`config.mk`:
```
export PLATFORM = sky130hd
export DESIGN_NAME = uart_rx_fifo
export DESIGN_NICKNAME = d
export VERILOG_FILES = /design/src/rtl/uart_pkg.sv /design/src/rtl/byte_fifo.sv /design/src/rtl/uart_rx_fifo.sv
export SDC_FILE = /design/constraint.sdc
export NUM_CORES = 1
export LEC_CHECK = 0
export ABC_AREA = 0
export ABC_CLOCK_PERIOD_IN_PS = 3550
export CAP_MARGIN = 0
export CELL_PAD_IN_SITES_DETAIL_PLACEMENT = 1
export CELL_PAD_IN_SITES_GLOBAL_PLACEMENT = 1
export CORE_UTILIZATION = 54
export CTS_CLUSTER_DIAMETER = 120
export DETAILED_ROUTE_END_ITERATION = 8
export DONT_BUFFER_PORTS = 1
export PLACE_DENSITY_LB_ADDON = 0.1
export SLEW_MARGIN = 5
export SYNTH_ARGS = -nofsm -noshare
export SYNTH_HDL_FRONTEND = slang
export SYNTH_SLANG_ARGS = --single-unit
```
`constraint.sdc`:
```
create_clock -name clk -period 3.55 [get_ports clk]
set_clock_uncertainty 0.15 [all_clocks]
set_input_delay 0.5325 -clock clk [delete_from_list [all_inputs] [get_ports clk]]
set_output_delay 0.5325 -clock clk [all_outputs]
set_load 0.02 [all_outputs]
```
`src/rtl/uart_pkg.sv`:
```
// Types and widths shared by the UART receive path.
package uart_pkg;

    typedef logic [7:0] uart_byte_t;

    localparam int UART_ERR_CNT_W = 8;

endpackage

```
`src/rtl/byte_fifo.sv`:
```
// Power-of-two byte FIFO using wrap-bit pointers; occupancy is the pointer difference.
module byte_fifo
    import uart_pkg::*;
#(
    parameter int Depth = 16
) (
    input  logic                     clk,
    input  logic                     nReset,
    input  logic                     clear,
    input  logic                     push,
    input  logic                     pop,
    input  uart_byte_t               wrData,
    output uart_byte_t               rdData,
    output logic                     empty,
    output logic                     full,
    output logic [$clog2(Depth):0]   count
);

    localparam int AW = $clog2(Depth);

    if (Depth < 2 || (Depth & (Depth - 1)) != 0) begin : gBadDepth
        $error("byte_fifo: Depth must be a power of two and at least 2");
    end

    localparam logic [AW:0] PtrOne = {{AW{1'b0}}, 1'b1};

    uart_byte_t  mem [Depth];
    logic [AW:0] wptr;
    logic [AW:0] rptr;

    always_ff @(posedge clk) begin
        if (!nReset || clear) begin
            wptr <= '0;
            rptr <= '0;
        end else begin
            if (push) wptr <= wptr + PtrOne;
            if (pop)  rptr <= rptr + PtrOne;
        end
    end

    // Storage is deliberately not reset; the pointers alone define validity.
    always_ff @(posedge clk) begin
        if (push) mem[wptr[AW-1:0]] <= wrData;
    end

    assign rdData = mem[rptr[AW-1:0]];
    assign empty  = (wptr == rptr);
    assign full   = (wptr[AW-1:0] == rptr[AW-1:0]) && (wptr[AW] != rptr[AW]);
    assign count  = wptr - rptr;

endmodule

```
`src/rtl/uart_rx_fifo.sv`:
```
// Receive buffer behind the UART receiver: gated push, sticky overflow,
// saturating framing-error count and a synchronous flush.
module uart_rx_fifo
    import uart_pkg::*;
#(
    parameter int Depth = 16
) (
    input  logic                        clk,
    input  logic                        nReset,
    input  uart_byte_t                  rxData,
    input  logic                        rxDone,
    input  logic                        rxErr,
    output uart_byte_t                  outData,
    output logic                        outValid,
    input  logic                        outReady,
    output logic [$clog2(Depth):0]      count,
    output logic                        overflow,
    output logic [UART_ERR_CNT_W-1:0]   errCount,
    input  logic                        clear
);

    localparam logic [UART_ERR_CNT_W-1:0] ErrMax = {UART_ERR_CNT_W{1'b1}};
    localparam logic [UART_ERR_CNT_W-1:0] ErrOne = {{(UART_ERR_CNT_W-1){1'b0}}, 1'b1};

    uart_byte_t headData;
    logic       empty;
    logic       full;
    logic       pop;
    logic       push;
    logic       drop;

    // A pop frees the slot in the same cycle, so a full FIFO can still accept.
    assign pop  = outValid && outReady;
    assign push = rxDone && (!full || pop);
    assign drop = rxDone && full && !pop;

    byte_fifo #(.Depth(Depth)) uFifo (
        .clk    (clk),
        .nReset (nReset),
        .clear  (clear),
        .push   (push),
        .pop    (pop),
        .wrData (rxData),
        .rdData (headData),
        .empty  (empty),
        .full   (full),
        .count  (count)
    );

    assign outValid = !empty;
    assign outData  = outValid ? headData : '0;

    always_ff @(posedge clk) begin
        if (!nReset || clear) begin
            overflow <= 1'b0;
            errCount <= '0;
        end else begin
            if (drop) overflow <= 1'b1;
            if (rxErr && errCount != ErrMax) errCount <= errCount + ErrOne;
        end
    end

endmodule

```
==> metrics.txt, run 1 <==
status finished clean; placer congestion estimate 0.847; post-CTS sizing 0; R2R Path End uFifo.mem[1][6]; final net count approximately 400; CP startpoint kind flop; CP startpoint uFifo.wptr[2]; Final Hold Viols 0; postcts setup bufs 0; IO Pins 37; mapped cell area between 0.006 and 0.007 mm2; switching power total 0.753 mW; Site Rows 38; max incr delay on CP 520 ps; Fillers 958; final setup violation count 0; sequential cell area fraction in the yosys report 0.694; number of global-route vias before repair roughly 3500; count of different cell masters after synthesis 36; total number of vias 3168; hold buffers post-CTS 0; final WL ~13000 um; antenna cells 0; minimum clock period approximately 3200 ps; slew margin rel. 0.452; Synth warnings 0; Gate Count Post-Synth 351; clock root buffer clkbuf_16; final cell count without fillers ~530; Mapped Nets 376; Synth Flop Type edfxtp_1; critical path depth in cells 5; max-cap violations 0; CTS H-Tree Depth 4; Num CTS Buffers 17; Core Footprint 0.0110 mm2; Max Fclk 316 MHz; Leakage 2.33 nW; Required @ worst endpoint 2870 ps; TritonRoute pass-1 iters 4; Synth-to-Final Area Change 14.6%; Comb pwr share 0.022; Synth Register Bits 151; drc violations 0; Top delay family on crit path compound AO/OA/AOI/OAI gates; Design Power 4.11 mW; Post-Place Cells around 500; final worst-path cycle share 0.891; grt ovf 0; die area 0.0119 mm2; Final Util 0.645; RSZ-0062 raised after global routing no; crit-path cells ha_1 > and4_1 > nand2_1 > o21ai_1 > a21oi_1; port bufs 0; Async SR Flop Fraction 0; fin. max-slew vios 0; CTS tree built; DR vias/cell between 6 and 7; number of enable flip-flop cells after synthesis 128; Least-Margin Pin Slew 821 ps; Max Fanout on Critical Path 10; Clock Sinks 151; GRT Total Usage 0.248; Avg Cell Area, Syn 17.7 um2; Critical Setup Path Class flop to primary output; Clk pin slew, worst setup/hold paths ~60 ps; clk_lat worst skew 410 ps; Hold Path Depth 0; Die Y 109 um; wire per inst 25.0 um; post-route ant nets 0; VDD IR-drop max 334 uV; Die X 109 um; hold_sp rxData[7]; first-pass GRT wire length between 20000 and 25000 um; Clk pwr share 0.506; slowest CP cell dfxtp_1; power per cell area 578 mW/mm2; largest net degree at the start of global routing 33; Min-Delay Path Class input port to flop; starting density of the core 0.563; crit end category primary output; Worst R2R Setup Slack 980 ps; layout cells sized above 1 0.199; Hold EP uFifo.mem[11][7]; worst r2r src uFifo.wptr[2]; worst path buffer plus inverter count 0; sequential share of power 0.472; DRT iter0 DRCs 212; Longest Clk Path Bufs 2; Final TNS setup 0 ps; crit path DAT 2480 ps; initial antenna violation count 0; Sw Share 0.183; depth of the most critical reg-to-reg path 6; HPWL after DPL approximately 8100 um; Pint 3.36 mW
## power groups by stage
| stage | combinational (mW) | clock (mW) | sequential [mW] |
|---|---|---|---|
| floorplan | 0.0683 | 0 | 1.98 |
| global placement | 0.0879 | 0 | 1.98 |
| detailed placement | 0.0908 | 0 | 1.98 |
| CTS | 0.0915 | 2.11 | 1.94 |
| global route | 0.0970 | 2.16 | 1.94 |
| finish | 0.0904 | 2.08 | 1.94 |
## kinds of logic after synthesis
kind of cell,after synthesis,share of synthesized area
flops,151,0.694
simple gates,61,0.0458
buf+inv,25,0.0226
mux,50,0.155
compound gates,37,0.0361
xor+xnor,16,0.0238
fa+ha+maj,11,0.0234
## flip-flops by register name, summed over array words and instances, names as in the netlist, named ones only
| register | count |
|---|---|
| uFifo.rptr | 5 |
| uFifo.mem | 128 |
| overflow | 1 |
| errCount | 8 |
| uFifo.wptr | 5 |
## placed cells by master, fill, tap and decap left out, drive strengths merged, types with 7 or more instances in the layout
cell type / netlist / final
edfxtp: 128 / 128
mux4: 32 / 32
nor2: 29 / 29
dfxtp: 23 / 23
buf: 11 / 19
clkbuf: 5 / 19
a21oi: 16 / 16
o21ai: 12 / 12
mux2i: 10 / 10
ha: 10 / 10
inv: 9 / 9
xor2: 9 / 9
nand2: 8 / 8
mux2: 8 / 8
nor3: 7 / 7
bufinv: 0 / 7
xnor2: 7 / 7
## cells in the mapped netlist, types with 8 or more instances
library cell / count / share of area
nand2_1: 8 / 0.0048
mux2_2: 8 / 0.015
mux4_2: 19 / 0.069
inv_1: 9 / 0.0054
mux4_1: 13 / 0.055
ha_1: 10 / 0.020
nor2_1: 29 / 0.018
mux2i_1: 10 / 0.016
dfxtp_1: 23 / 0.074
xor2_1: 9 / 0.013
a21oi_1: 16 / 0.013
edfxtp_1: 128 / 0.62
## through the flow
| step | worst slack (ps) | hold WS, ps | instance area (um2) |
|---|---|---|---|
| after floorplan | 1080 | 336 | 6200 |
| after global placement | 936 | 367 | 6430 |
| after detailed placement | 856 | 392 | 6430 |
| after CTS | 400 | 42.5 | 7110 |
| after global routing | 282 | 39.1 | 7110 |
| final | 385 | 63.6 | 7110 |
## final cells by class
cell class	instances	area, um2	area share
well taps	140	175	0.0246
clock inverters	13	251	0.0354
flip-flops and latches	151	4300	0.605
inverters	9	33.8	0.00475
multi-input cells	175	1760	0.247
clock buffers	19	433	0.0609
repair buffers	19	155	0.0218
## layer usage
metal,vias up,part of all wire,track usage
li1,1431,-,-
met1,1644,0.42,0.307
met2,88,0.52,0.422
met3,5,0.060,0.0705
met4,0,0.0062,0.0781
met5,-,0,0
## worst max path at each step
| stage | end | slack, ps |
|---|---|---|
| 6_report | outData[2] | 390 |
| 5_1_grt | outData[2] | 280 |
| 4_1_cts | outData[2] | 400 |
| 3_5_place_dp | outData[0] | 860 |
| 3_3_place_gp | outData[2] | 940 |
| 2_1_floorplan | uFifo.mem[0][0] | 1080 |
Power figures use the tool's default switching activity.
==> inputs of run 2 (changes only) <==
--- a/config.mk
+++ b/config.mk
@@ -14,6 +14,7 @@
 export CTS_CLUSTER_DIAMETER = 120
 export DETAILED_ROUTE_END_ITERATION = 8
 export DONT_BUFFER_PORTS = 1
+export GPL_ROUTABILITY_DRIVEN = 0
 export PLACE_DENSITY_LB_ADDON = 0.1
 export SLEW_MARGIN = 5
 export SYNTH_ARGS = -nofsm -noshare
==> results of run 2 <==
The final DEF is identical to that of run 1; final timing and power are the same.
==> inputs of run 3 (changes only) <==
--- a/config.mk
+++ b/config.mk
@@ -10,6 +10,7 @@
 export CAP_MARGIN = 0
 export CELL_PAD_IN_SITES_DETAIL_PLACEMENT = 1
 export CELL_PAD_IN_SITES_GLOBAL_PLACEMENT = 1
+export CORE_ASPECT_RATIO = 1.25
 export CORE_UTILIZATION = 54
 export CTS_CLUSTER_DIAMETER = 120
 export DETAILED_ROUTE_END_ITERATION = 8
==> metrics.txt, run 3 (synthesis gave the netlist of run 1 again) <==
Fillers 980 (was 958); initial antenna violation count 0 (unchanged); crit end category primary output (unchanged); slowest CP cell dfxtp_1 (unchanged); layout cells sized above 1 0.195 (was 0.199); Least-Margin Pin Slew 886 ps (was 821 ps); Die X 97.9 um (was 109 um); Required @ worst endpoint 2870 ps (about the same); wire per inst 23.9 um (was 25.0 um); total number of vias 3130 (was 3168); worst path buffer plus inverter count 0 (unchanged); status finished with violations (was finished clean); final worst-path cycle share 0.934 (was 0.891); max incr delay on CP 520 ps (about the same); Top delay family on crit path simple AND/OR/NAND/NOR gates (was compound AO/OA/AOI/OAI gates); CP startpoint uFifo.wptr[2] (unchanged); Die Y 122 um (was 109 um); antenna cells 0 (unchanged); RSZ-0062 raised after global routing no (unchanged); Clk pin slew, worst setup/hold paths 60 ps (about the same); DRT iter0 DRCs 206 (was 212); crit-path cells ha_1 > and4_1 > nand2_1 > o21ai_0 > a21oi_1 (was ha_1 > and4_1 > nand2_1 > o21ai_1 > a21oi_1); Max Fclk 302 MHz (was 316 MHz); die area 0.0119 mm2 (about the same); Min-Delay Path Class input port to flop (unchanged); power per cell area 520 mW/mm2 (was 578 mW/mm2); final net count 397 (was 398); Max Fanout on Critical Path 10 (unchanged); most frequent cells in the layout edfxtp_1 (128), nor2_1 (29), dfxtp_1 (23) (unchanged); Num CTS Buffers 17 (unchanged); Final Hold Viols 0 (unchanged); WHS 54.5 ps (was 63.6 ps); Site Rows 43 (was 38); final WL 12400 um (was 13100 um); CP startpoint kind flop (unchanged); Leakage 2.26 nW (was 2.33 nW); Final TNS setup 0 ps (unchanged); CTS tree built (unchanged); number of global-route vias before repair 3411 (was 3521); hold_sp rxData[2] (was rxData[7]); worst r2r src uFifo.wptr[2] (unchanged); clock root buffer clkbuf_16 (unchanged); HPWL after DPL 8240 um (was 8100 um); grt ovf 0 (unchanged); Clock Sinks 151 (unchanged); CTS H-Tree Depth 4 (unchanged); IO Pins 37 (unchanged); Synth-to-Final Area Change 11.5% (was 14.6%); commonest non-fill, non-tap cell in the layout edfxtp_1 (unchanged); port bufs 0 (unchanged); Critical Setup Path Class flop to primary output (unchanged); clk_lat worst skew 420 ps (was 410 ps); max FFs per register 128 (unchanged); first-pass GRT wire length 18900 um (was 20100 um); drc violations 2 (was 0); Core Footprint 0.0111 mm2 (was 0.0110 mm2); crit path DAT 2630 ps (was 2480 ps); minimum clock period 3320 ps (was 3160 ps); slew margin rel. 0.407 (was 0.452); starting density of the core 0.557 (was 0.563); largest net degree at the start of global routing 33 (unchanged); fin. max-slew vios 0 (unchanged); GRT Total Usage 0.226 (was 0.248); post-route ant nets 0 (unchanged); final setup violation count 0 (unchanged); hold buffers post-CTS 0 (unchanged); DR vias/cell 6.02 (about the same); post-CTS sizing 0 (unchanged); VDD IR-drop max 313 uV (was 334 uV); max-cap violations 0 (unchanged); postcts setup bufs 0 (unchanged); Longest Clk Path Bufs 2 (unchanged); TritonRoute pass-1 iters 6 (was 4); failing checks DRC
==> run 3: cell count changes in the layout (fill, tap and decap cells not counted) <==
cell / delta
inv_6: +1
clkinv_1: -1
bufinv_16: -7
clkinvlp_4: -1
inv_4: +4
clkinv_2: +2
clkbuf_1: +2
buf_12: -1
==> run 3: cell type report <==
cell class | instances | area [um2] | share of cell area
sequential | 151 | 4300 | 0.622
multi-input combinational | 175 | 1760 | 0.255
clock buffer | 21 | 440 | 0.0637
tap | 135 | 169 | 0.0244
timing repair buffer | 18 | 135 | 0.0195
clock inverter | 11 | 73.8 | 0.0107
inverter | 9 | 33.8 | 0.00488
==> run 3: path summary, 6_finish.rpt <==
path | endpoint | slack (ps) | depth (start not counted)
worst min-delay path | uFifo.mem[10][2] | 50 | 0
worst max register to register | uFifo.mem[13][2] | 710 | 5
worst max-delay path | outData[7] | 230 | 5
worst min register to register | uFifo.wptr[4] | 410 | 2
==> run 3: per-layer routing <==
layer	GRT usage	wire (um)
met3	0.0734	588
met2	0.399	6730
met1	0.265	4950
met4	0.0672	128
met5	0	0
==> run 3: report_power, final <==
group          leakage, nW  total, mW  internal (mW)  switching [mW]
logic                0.658     0.0862         0.0319          0.0543
clock network        0.257       1.57          0.893           0.677
registers             1.34       1.94           1.93         0.00593
==> run 3: per-stage QoR <==
step	instance area (um2)	cells	setup slack, ps	utilization	power (mW)
after floorplan	6200	351	1080	-	2.04
after detailed placement	6400	488	686	0.575	2.07
after global placement	6400	488	753	0.575	2.06
final	6920	520	235	0.621	3.60
after global routing	6920	520	25.3	0.621	3.70
after CTS	6920	520	234	0.621	3.63
